`config.mk`:
```
export PLATFORM = sky130hd
export DESIGN_NAME = muldiv_unit
export DESIGN_NICKNAME = d
export VERILOG_FILES = /design/src/rtl/muldiv_unit.sv
export SDC_FILE = /design/constraint.sdc
export NUM_CORES = 1
export LEC_CHECK = 0
export ABC_AREA = 1
export BUFFER_PORTS_ARGS = -buffer_cell sky130_fd_sc_hd__buf_2
export CORE_ASPECT_RATIO = 1.1
export CORE_UTILIZATION = 50
export CTS_BUF_LIST = sky130_fd_sc_hd__clkbuf_8
export DETAILED_ROUTE_END_ITERATION = 6
export HOLD_SLACK_MARGIN = 0.08
export PLACE_DENSITY_LB_ADDON = 0.15
export SETUP_SLACK_MARGIN = 0.15
export SLEW_MARGIN = 30
export SYNTH_ARGS = -nofsm -noshare
export SYNTH_HDL_FRONTEND = slang
export SYNTH_SLANG_ARGS = --single-unit
```
`constraint.sdc`:
```
create_clock -name clk -period 6.4 [get_ports clk]
set_input_delay 0.64 -clock clk [delete_from_list [all_inputs] [get_ports clk]]
set_output_delay 0.64 -clock clk [all_outputs]
set_load 0.005 [all_outputs]
```
`src/rtl/muldiv_unit.sv`:
```
// muldiv_unit: multi-cycle RV32M multiply/divide unit with a valid/ready handshake.
// It processes one bit per cycle: shift-add for multiplies and restoring division for divides.
// A FIX cycle applies sign correction and registers the result.
// Divide-by-zero and signed-overflow cases skip CALC and go through FIX alone.
module muldiv_unit #(
   parameter int XLEN  = 32,
   parameter int CNT_W = $clog2(XLEN) + 1
) (
   input  logic            clk,
   input  logic            rst_n,
   input  logic            flush,
   input  logic            in_valid,
   output logic            in_ready,
   input  logic [2:0]      op,
   input  logic [XLEN-1:0] a,
   input  logic [XLEN-1:0] b,
   output logic            out_valid,
   input  logic            out_ready,
   output logic [XLEN-1:0] result,
   output logic            div_by_zero
);

   localparam int AW = 2 * XLEN + 1;

   localparam logic [2:0] OP_MUL    = 3'b000;
   localparam logic [2:0] OP_MULH   = 3'b001;
   localparam logic [2:0] OP_MULHSU = 3'b010;
   localparam logic [2:0] OP_MULHU  = 3'b011;
   localparam logic [2:0] OP_DIV    = 3'b100;
   localparam logic [2:0] OP_DIVU   = 3'b101;
   localparam logic [2:0] OP_REM    = 3'b110;
   localparam logic [2:0] OP_REMU   = 3'b111;

   localparam logic [XLEN-1:0] ZERO    = {XLEN{1'b0}};
   localparam logic [XLEN-1:0] ONES    = {XLEN{1'b1}};
   localparam logic [XLEN-1:0] MIN_NEG = {1'b1, {(XLEN-1){1'b0}}};

   typedef enum logic [1:0] {
      S_IDLE = 2'd0,
      S_CALC = 2'd1,
      S_FIX  = 2'd2,
      S_DONE = 2'd3
   } state_t;

   state_t            state_r, state_nxt_s;
   logic [CNT_W-1:0]  cnt_r;
   logic [AW-1:0]     acc_r;
   logic [XLEN-1:0]   opb_r;
   logic [2:0]        op_r;
   logic              neg_r, rem_neg_r, special_r, dbz_r;
   logic [XLEN-1:0]   result_r;
   logic              div_by_zero_r;

   logic              accept_s;
   logic              a_signed_s, b_signed_s, a_neg_s, b_neg_s;
   logic [XLEN-1:0]   abs_a_s, abs_b_s, special_val_s;
   logic              dbz_s, ovf_s, special_s;
   logic [XLEN:0]     mul_sum_s, div_trial_s;
   logic [AW-1:0]     mul_next_s, div_shift_s, div_next_s;
   logic [2*XLEN-1:0] prod_fix_s;
   logic [XLEN-1:0]   quo_fix_s, rem_fix_s, fix_val_s;

   assign accept_s    = in_valid & (state_r == S_IDLE) & ~flush;
   assign result      = result_r;
   assign div_by_zero = div_by_zero_r;

   // Operand decode: signedness, magnitudes and special-case detection.
   always_comb begin
      a_signed_s = 1'b0;
      b_signed_s = 1'b0;
      case (op)
         OP_MULH, OP_DIV, OP_REM: begin
            a_signed_s = 1'b1;
            b_signed_s = 1'b1;
         end
         OP_MULHSU: begin
            a_signed_s = 1'b1;
            b_signed_s = 1'b0;
         end
         default: begin
            a_signed_s = 1'b0;
            b_signed_s = 1'b0;
         end
      endcase
      a_neg_s = a_signed_s & a[XLEN-1];
      b_neg_s = b_signed_s & b[XLEN-1];
      if (a_neg_s) abs_a_s = ZERO - a;
      else         abs_a_s = a;
      if (b_neg_s) abs_b_s = ZERO - b;
      else         abs_b_s = b;
      dbz_s     = op[2] & (b == ZERO);
      ovf_s     = ((op == OP_DIV) || (op == OP_REM)) && (a == MIN_NEG) && (b == ONES);
      special_s = dbz_s | ovf_s;
      if (dbz_s)      special_val_s = op[1] ? a : ONES;
      else if (ovf_s) special_val_s = op[1] ? ZERO : a;
      else            special_val_s = ZERO;
   end

   // One iteration step: shift-add multiply and restoring shift-subtract divide.
   always_comb begin
      mul_sum_s   = acc_r[AW-1:XLEN] + (acc_r[0] ? {1'b0, opb_r} : {(XLEN+1){1'b0}});
      mul_next_s  = {1'b0, mul_sum_s, acc_r[XLEN-1:1]};
      div_shift_s = {acc_r[AW-2:0], 1'b0};
      div_trial_s = div_shift_s[AW-1:XLEN] - {1'b0, opb_r};
      if (div_shift_s[AW-1:XLEN] >= {1'b0, opb_r})
         div_next_s = {div_trial_s, div_shift_s[XLEN-1:1], 1'b1};
      else
         div_next_s = div_shift_s;
   end

   // Sign correction and selection of the final value.
   always_comb begin
      if (neg_r) prod_fix_s = {(2*XLEN){1'b0}} - acc_r[2*XLEN-1:0];
      else       prod_fix_s = acc_r[2*XLEN-1:0];
      if (neg_r) quo_fix_s = ZERO - acc_r[XLEN-1:0];
      else       quo_fix_s = acc_r[XLEN-1:0];
      if (rem_neg_r) rem_fix_s = ZERO - acc_r[2*XLEN-1:XLEN];
      else           rem_fix_s = acc_r[2*XLEN-1:XLEN];
      if (special_r) begin
         fix_val_s = acc_r[XLEN-1:0];
      end else begin
         case (op_r)
            OP_MUL:                      fix_val_s = prod_fix_s[XLEN-1:0];
            OP_MULH, OP_MULHSU, OP_MULHU: fix_val_s = prod_fix_s[2*XLEN-1:XLEN];
            OP_DIV, OP_DIVU:             fix_val_s = quo_fix_s;
            OP_REM, OP_REMU:             fix_val_s = rem_fix_s;
            default:                     fix_val_s = ZERO;
         endcase
      end
   end

   // State register.
   always_ff @(posedge clk or negedge rst_n) begin
      if (!rst_n) state_r <= S_IDLE;
      else        state_r <= state_nxt_s;
   end

   // Next-state logic; flush overrides every transition.
   always_comb begin
      state_nxt_s = state_r;
      if (flush) begin
         state_nxt_s = S_IDLE;
      end else begin
         case (state_r)
            S_IDLE: begin
               if (accept_s) state_nxt_s = special_s ? S_FIX : S_CALC;
               else          state_nxt_s = S_IDLE;
            end
            S_CALC: begin
               if (cnt_r == CNT_W'(1)) state_nxt_s = S_FIX;
               else                    state_nxt_s = S_CALC;
            end
            S_FIX:  state_nxt_s = S_DONE;
            S_DONE: begin
               if (out_ready) state_nxt_s = S_IDLE;
               else           state_nxt_s = S_DONE;
            end
            default: state_nxt_s = S_IDLE;
         endcase
      end
   end

   // Handshake outputs decoded from the state register.
   always_comb begin
      in_ready  = (state_r == S_IDLE);
      out_valid = (state_r == S_DONE);
   end

   // Datapath: operand capture, iteration, and result registration.
   always_ff @(posedge clk or negedge rst_n) begin
      if (!rst_n) begin
         cnt_r         <= {CNT_W{1'b0}};
         acc_r         <= {AW{1'b0}};
         opb_r         <= ZERO;
         op_r          <= 3'b000;
         neg_r         <= 1'b0;
         rem_neg_r     <= 1'b0;
         special_r     <= 1'b0;
         dbz_r         <= 1'b0;
         result_r      <= ZERO;
         div_by_zero_r <= 1'b0;
      end else begin
         case (state_r)
            S_IDLE: begin
               if (accept_s) begin
                  op_r      <= op;
                  opb_r     <= abs_b_s;
                  neg_r     <= a_neg_s ^ b_neg_s;
                  rem_neg_r <= a_neg_s;
                  special_r <= special_s;
                  dbz_r     <= dbz_s;
                  acc_r     <= {{(XLEN+1){1'b0}}, (special_s ? special_val_s : abs_a_s)};
                  cnt_r     <= special_s ? {CNT_W{1'b0}} : CNT_W'(XLEN);
               end
            end
            S_CALC: begin
               acc_r <= op_r[2] ? div_next_s : mul_next_s;
               cnt_r <= cnt_r - CNT_W'(1);
            end
            S_FIX: begin
               if (!flush) begin
                  result_r      <= fix_val_s;
                  div_by_zero_r <= dbz_r;
               end
            end
            default: begin
            end
         endcase
      end
   end

endmodule

```
# [Word level (Yosys, flattened, before mapping)]
# Index checks and enable logic that the tools add are counted.
# Widths: inputs -> output; s select.
[classes] n_addsub=8 n_lt_le_gt_ge=1 eq_ne=18 n_mux=28 n_bitwise=8 reduce_logical=15
[op_table] operator="$mux 32" n=11
[op_table] operator="$mux 65" n=3
[op_table] operator="$pmux 65 s2" n=1
[op_table] operator="$pmux 32 s4" n=1
[op_table] operator="$sub 1x32->32 const A" n=4
[op_table] operator="$eq 32x32->1 const B" n=2
[op_table] operator="$mux 64" n=1
[op_table] operator="$sub 1x64->64 const A" n=1
[op_table] operator="$add 33x32->33" n=1
[op_table] operator="$ge 33x32->1" n=1
[op_table] operator="$sub 33x32->33" n=1
[op_table] operator="$logic_not 32->1" n=1
[op_table] operator="$eq 3x3->1 const B" n=6
[op_table] operator="$mux 6" n=2
[op_table] operator="$pmux 6 s2" n=1
[op_table] operator="$mux 2" n=5
[op_table] operator="$eq 3x2->1 const B" n=3
[op_table] operator="$pmux 2 s4" n=1
[op_table] operator="$eq 3x1->1 const B" n=2
[op_table] operator="$eq 6x1->1 const B" n=1
[op_table] operator="$reduce_and 2->1" n=3
[op_table] operator="$reduce_or 3->1" n=2
[op_table] operator="$sub 6x1->6 const B" n=1
[op_table] operator="$and 1x1->1" n=5
[op_table] operator="other kinds (14)" n=18
[word_totals] regBits=145 input_bits=72 out_inout_bits=35 word_cells=89

# [Depth between registers and ports, before layout]
# Gate-level depths: netlist (run 1).
[logic_depth] word_depth=9 depth_mapped=20 mapped_depth_nobuf=18

# [Worst setup path after synthesis (run 1)]
# No wires, ideal clock.
[synth_timing] path_kind="reg-to-reg" from="register acc_r[0]" to="register acc_r[51]" setup_time_ns=0.116 arrival_ns=2.479 required_time_ns=6.284 path_slack_ns=3.804 stages_incl_launch_ff=20 n_path_buf=2 period_less_slack_ns=2.596 cell_sequence="dfrtp_1 buf_6 clkbuf_1 nand2_1 inv_1 ha_1 inv_1 fa_1 o21ai_0 nand2_1 nand2_1 nand2_1 nand2_1 nand3_1 nand2_1 nand2_1 nand3_1 nand2_1 nand2_1 nand2_1"
[synth_between] elab_chain_len=4
[synth_rtl] element="start, declared" line_no="47" rtl="logic [AW-1:0] acc_r;"
[synth_rtl] element="start signal, assigned" line_no="173" rtl="acc_r <= {AW{1'b0}};"
[synth_rtl] element="start signal, assigned" line_no="192" rtl="acc_r <= {{(XLEN+1){1'b0}}, (special_s ? special_val_s : abs_a_s)};"
[synth_rtl] element="start signal, assigned" line_no="197" rtl="acc_r <= op_r[2] ? div_next_s : mul_next_s;"
[synth_rtl] element="$mux 32" line_no="101" rtl="mul_sum_s = acc_r[AW-1:XLEN] + (acc_r[0] ? {1'b0, opb_r} : {(XLEN+1){1'b0}});"
[synth_rtl] element="$add 33x32->33" line_no="101"
[synth_rtl] element="$mux 65" line_no="197"
[synth_rtl] element="$pmux 65 s2" line_no="183" rtl="case (state_r)"
# No other way between the ends.
# A chain may end at the register's enable or synchronous reset.

# [Worst setup path in the final report (run 1)]
[layout_timing] from="register state_r[1]" to="register acc_r[19]"
[layout_between] elab_chain_len=5 word_cells_on_any_way=8 classes_between="eq/ne (2); mux (1); bitwise (2); reduce/logical (3)"
[layout_rtl] element="start, declared" line_no="45" rtl="state_t state_r, state_nxt_s;"
[layout_rtl] element="start signal, assigned" line_no="135" rtl="else state_r <= state_nxt_s;"
[layout_rtl] element="$logic_not 2->1" line_no="63, 183"
[layout_rtl] element="$and 1x1->1 (2 in series)" line_no="63" rtl="assign accept_s = in_valid & (state_r == S_IDLE) & ~flush;"
[layout_rtl] element="$ne 2x1->1 (no line)"
[layout_rtl] element="$reduce_and 2->1 (no line)"
# Several ways; a longest one is shown, not always the timed one.

==> reports/metrics.yaml, run 1 <==
critical_path:
  rr_worst_depth: 10
  ff2ff_setup_slack_ns: 2.99
  crit_fanout: 59
  r2r_end: "acc_r[19]"
  cp.arrival_ns: 3.86
  crit_required_ns: 6.84
  setup.worst_path.start_class: "register"
  reg2reg_from: "state_r[1]"
  path_class: "reg2reg"
  cp-end-kind: "register"
grt:
  grt_pass1_vias: 19334
  grt_max_degree: 84
  grt_overflow: 0
  grt_pass1_wl_mm: 110
  grt_usage_pct: 39.8
  antenna_found_initial: 1
clock_tree:
  clkSlewWorstSetupHoldPaths_ns: 0.11
  cts.sinks: 145
  clk_path_buf_depth: 2
  cts_root_buf: "clkbuf_8"
  cts_tree: "yes"
  cts-hold-fix-buffers: 0
  cts_buffers: 17
  clkLatencyLatePin_ns: 0.55
  ctsResizeCount: 0
  post-cts-setup-buffers: 0
  htreeDepth: 4
sta:
  hold_violations: 0
  max_freq_mhz: 293
  final.setup_skew_ns: 0.0378
  setup_tns_ns: 0
  rsz0062_at_grt: "no"
  drv_slew: 0
  period_needed_ns: 3.41
  tightest_slew_ns: 0.926
  period_share_pct: 53.3
  slew_headroom_pct: 38.1
  setup_viol: 0
detailed_routing:
  vias_per_cell: 5.83
  drtAntennaViolNets: 0
  first_pass_iters: 6
  drt_iter0_drc: 2618
  routed_wl_mm: 71.2
  drc: 0
  vias: 21374
  post_drt_wl_per_cell_um: 19.4
finish:
  final-seq-area_mm2: 0.00363
  drive_above_1_share_pct: 7.46
  syn2layout_area_growth_pct: 6.83
  nFillCells: 3703
  multi_input_area_mm2: 0.0122
  final_nets: 3361
placed_design:
  hpwl_mm: 55.9
  io_buffers: 106
  gp_congestion: 1.03
logic_synthesis:
  synth_seq_cells: 145
  syn_area_mm2: 0.0177
  synth_edf_count: 0
  syn_nets: 3317
  avgSynthCellArea_um2: 5.58
  synthArstFlopShare_pct: 100
  netlist_instances: 3172
  synth_seq_area_share_pct: 20.5
  ys.warnings.count: 0
  synth_top_flop_cell: "dfrtp_1"
  ys_types: 59
min_path:
  min_path_type: "in2async"
power:
  totalPowerFinal_uw: 8890
  vdd_drop_max_v: 0.000273
  cellLeakagePower_uw: 0.0101
  power_density_mw_per_mm2: 470
floorplan:
  die_area_mm2: 0.0362
  io_pins: 107
  die_h_um: 199
  num_rows: 71
  core_mm2: 0.0346
  die_w_um: 181
  start_util_pct: 51.2
flow_run:
  cap_violations: 0
status:
  status: "finished clean"
## metrics by stage
stage                     instance area, um^2  utilization (%)  std cells  setup WS [ns]  hold WS, ns
after floorplan                         17700                -       3172           3.80        0.344
after global placement                  18500             53.5       3635           3.09        0.457
after detailed placement                18500             53.5       3635           3.04        0.460
after CTS                               18900             54.7       3667           3.28        0.162
after global routing                    18900             54.7       3667           2.71        0.186
final                                   18900             54.7       3669           2.99        0.130
## critical path, cell delays in order, from the launching register on
cell	delay (ns)
dfrtp_1	0.47
nor2_2	0.11
nand3_2	0.07
buf_4	0.42
inv_2	0.32
nor2_2	0.15
buf_4	0.45
clkinv_2	0.77
nand2_1	0.27
a21oi_1	0.06
a21oi_1	0.17
## flip-flops by register name (all words and copies together) (netlist names)
register and cells:
acc_r 65, opb_r 32, result 32, cnt_r 6
op_r 3, state_r 2, dbz_r 1, div_by_zero 1
neg_r 1, rem_neg_r 1, special_r 1
## cells in the final DEF, fill, tap and decap left out, types with 29 or more instances in the layout
cell type	Yosys	routed
nand2_1	1091	1091
nor2_1	383	382
inv_1	366	366
nand3_1	241	239
o21ai_0	235	235
a21oi_1	211	211
dfrtp_1	145	143
buf_2	15	105
ha_1	71	71
xor2_1	51	51
nand4_1	47	47
o21ai_1	29	29
## where the power goes
part / internal, uW / switching, uW
clock network: 364 / 463
registers: 1290 / 721
logic: 1860 / 4190
total: 3520 / 5370
## worst max path at each step
stage               startpoint        end  slack, ns  depth (start not counted)
finish              state_r[1]  acc_r[19]       2.99                         10
global route        state_r[1]  acc_r[19]       2.71                         10
CTS                 state_r[1]  acc_r[14]       3.28                         10
detailed placement       op[1]  acc_r[12]       3.04                         13
global placement         op[1]  acc_r[12]       3.09                         13
floorplan             acc_r[0]  acc_r[51]       3.80                         19
## layer usage
| metal | share of wire, % | track usage [%] | vias to the layer above |
|---|---|---|---|
| met3 | 11 | 7.85 | 150 |
| met2 | 41 | 58.8 | 1159 |
| met5 | 0 | 0 | - |
| met1 | 44 | 56.8 | 9793 |
| li1 | - | - | 10272 |
| met4 | 3.4 | 14.8 | 0 |
## Yosys cell counts, types with 4 or more instances
cell type / instances / area (um^2)
a21o_1: 5 / 37.5
a21oi_1: 211 / 1060
a31oi_1: 11 / 68.8
and2_1: 4 / 25.0
buf_1: 12 / 45.0
buf_2: 15 / 75.1
buf_6: 8 / 90.1
clkbuf_1: 61 / 229
dfrtp_1: 145 / 3630
ha_1: 71 / 888
inv_1: 366 / 1370
inv_2: 18 / 67.6
nand2_1: 1091 / 4100
nand3_1: 241 / 1210
nand3_2: 5 / 50.1
nand3b_1: 14 / 105
nand4_1: 47 / 294
nor2_1: 383 / 1440
nor2_2: 16 / 100
nor3_1: 25 / 125
nor3_2: 4 / 40.0
nor4_1: 4 / 25.0
o211ai_2: 7 / 87.6
o21a_1: 5 / 37.5
o21ai_0: 235 / 1180
o21ai_1: 29 / 145
o21bai_1: 11 / 82.6
o22ai_1: 6 / 37.5
or2_2: 11 / 68.8
xnor2_1: 19 / 166
xor2_1: 51 / 447
## cell families after synthesis
group | after synthesis | synth area share, %
flops | 145 | 20.5
fa+ha+maj | 73 | 5.24
compound gates | 536 | 16.2
buf+inv | 484 | 10.7
simple gates | 1862 | 43.8
xor+xnor | 70 | 3.46
mux | 2 | 0.120
## final cells by class
cell class | instances | area share (%)
diodes | 2 | 0.0265
clock buffers | 17 | 1.24
repair buffers | 122 | 3.47
multi-input cells | 2543 | 64.5
well taps | 438 | 2.90
inverters | 387 | 7.71
clock inverters | 15 | 1.01
flip-flops and latches | 145 | 19.2
(Power assumes the default switching activity.)
==> inputs of run 2 (changes only) <==
clock period = 3.3 ns   (was 6.4 ns; I/O delays follow)
==> run 2 against run 1 <==
  * Flip-flop and latch count is the same
  * Final area up 1.6%
  * Clock skew shrank 0.0070 ns
  * Critical path type unchanged
  * Maximum frequency up 13%
  * The run now ends with DRC left
  * Highest routed layer unchanged
  * Global-route usage up 0.64 points
  * Largest power group unchanged
  * Sequential share of layout area fell by 0.30 points
  * Worst hold slack improved by 0.0077 ns
  * Clock power grew 78%
==> reports/metrics.yaml, run 2 (same netlist as run 1, synthesis figures left out) <==
sta:
  period_needed_ns: 3.03
  tightest_slew_ns: 0.935
  final.setup_skew_ns: 0.0308
  hold_violations: 0
  rsz0062_at_grt: "no"
  setup_tns_ns: 0
  setup_viol: 0
  max_freq_mhz: 330
  period_share_pct: 91.8
  slew_headroom_pct: 37.6
  drv_slew: 0
min_path:
  holdCritStartpoint: "op[0]"
  min_path_type: "in2reg"
status:
  violations: "DRC"
  status: "finished with violations"
floorplan:
  io_pins: 107
  num_rows: 71
  die_h_um: 199
  die_w_um: 181
  start_util_pct: 51.2
  core_mm2: 0.0346
  die_area_mm2: 0.0362
power:
  clkPwrFrac_pct: 8.4
  cellLeakagePower_uw: 0.0103
  power_frac_seq_pct: 20.2
  internal_power_uw: 6900
  power.net_switching_uw: 10700
  power_density_mw_per_mm2: 914
  swShare_pct: 60.7
  totalPowerFinal_uw: 17600
  vdd_drop_max_v: 0.000413
  combinationalPowerShare_pct: 71.4
critical_path:
  cp.arrival_ns: 3.45
  ff2ff_setup_slack_ns: 0.27
  setup.worst_path.start_class: "register"
  rr_worst_depth: 13
  reg2reg_from: "acc_r[0]"
  crit_fanout: 31
  cp-end-kind: "register"
  r2r_end: "acc_r[56]"
  crit_required_ns: 3.72
  path_class: "reg2reg"
  worstSetupEndpoint: "acc_r[56]"
  critPathLaunch: "acc_r[0]"
finish:
  diodes: 0
  syn2layout_area_growth_pct: 8.54
  final_nets: 3404
  drive_above_1_share_pct: 8.65
  fin_cells: 3710
  postLayoutCoreUtil_pct: 55.6
  largest_register_ffs: 65
  most-common-layout-cells: "nand2_1 (1091), nor2_1 (382), inv_1 (366)"
  regMostFlops: "acc_r"
  nFillCells: 3694
  final_common_cell: "nand2_1"
detailed_routing:
  drtAntennaViolNets: 0
  routed_wl_mm: 73.3
  drc: 14
  post_drt_wl_per_cell_um: 19.8
  vias_per_cell: 5.94
  first_pass_iters: 7
  drt_iter0_drc: 2746
  vias: 22023
placed_design:
  io_buffers: 106
  hpwl_mm: 58.2
  dp.cells: 3676
  gp_congestion: 1.13
clock_tree:
  clkLatencyLatePin_ns: 0.52
  clkSlewWorstSetupHoldPaths_ns: 0.11
  clk_path_buf_depth: 2
  post-cts-setup-buffers: 0
  cts.sinks: 145
  htreeDepth: 4
  cts_root_buf: "clkbuf_8"
  cts_tree: "yes"
  cts_buffers: 17
grt:
  grt_pass1_wl_mm: 112
  grt_overflow: 0
  grt_usage_pct: 40.4
  antenna_found_initial: 0
  grt_max_degree: 100
  grt_pass1_vias: 19766
flow_run:
  cap_violations: 0
run 2: critical path, cell delays in order, from the launching register on:
cell and delay (ns):
dfrtp_1 0.38, buf_4 0.34, nand2_1 0.19, inv_1 0.10, ha_1 0.28, a21oi_1 0.28
o21ai_0 0.27, a21oi_1 0.45, o21a_1 0.21, nand3_1 0.09, nand3_1 0.11, nand2_1 0.06
nand2_1 0.11, nand2_1 0.05
run 2: how the worst min path moves through the flow:
stage | end | cells past startpoint
6_report | op_r[0] | 3
3_3_place_gp | result[29] | 2
2_1_floorplan | acc_r[0] | 0
4_1_cts | op_r[0] | 3
5_1_grt | op_r[0] | 3
3_5_place_dp | result[19] | 2
run 2: power by group through the flow:
stage | Sequential, uW | Clock (uW) | Combinational (uW)
2_1_floorplan | 3190 | 0 | 8090
3_5_place_dp | 3500 | 0 | 12000
4_1_cts | 3480 | 1480 | 12000
6_report | 3550 | 1470 | 12500
3_3_place_gp | 3470 | 0 | 11900
5_1_grt | 3610 | 1550 | 13600
run 2: timing repair:
item,CTS,global route
endpoints found under the hold margin,99,0
hold buffers,2,0
setup endpoints to repair,0,2
resized for setup,0,2
run 2: per-layer routing:
metal	share of wire [%]	routed length, um	track usage (%)
met1	44	32100	57.8
met2	39	28600	56.7
met3	13	9670	11.3
met4	4.0	2920	16.0
met5	0	0	0
run 2: cell type report:
type / instances / area [um^2] / share of cell area (%)
Tap cell: 438 / 548 / 2.85
Timing Repair Buffer: 165 / 1010 / 5.27
Multi-Input combinational cell: 2543 / 12200 / 63.4
Clock inverter: 15 / 145 / 0.755
Clock buffer: 17 / 234 / 1.22
Inverter: 387 / 1460 / 7.58
Sequential cell: 145 / 3630 / 18.9
run 2: per-stage QoR:
step	hold WS, ns	area (um^2)	setup WS [ns]
6_report	0.137	19200	0.270
5_1_grt	0.149	19200	0.248
4_1_cts	0.111	19200	0.429
3_5_place_dp	0.460	18800	0.456
3_3_place_gp	0.459	18800	0.424
2_1_floorplan	0.0344	17700	0.704
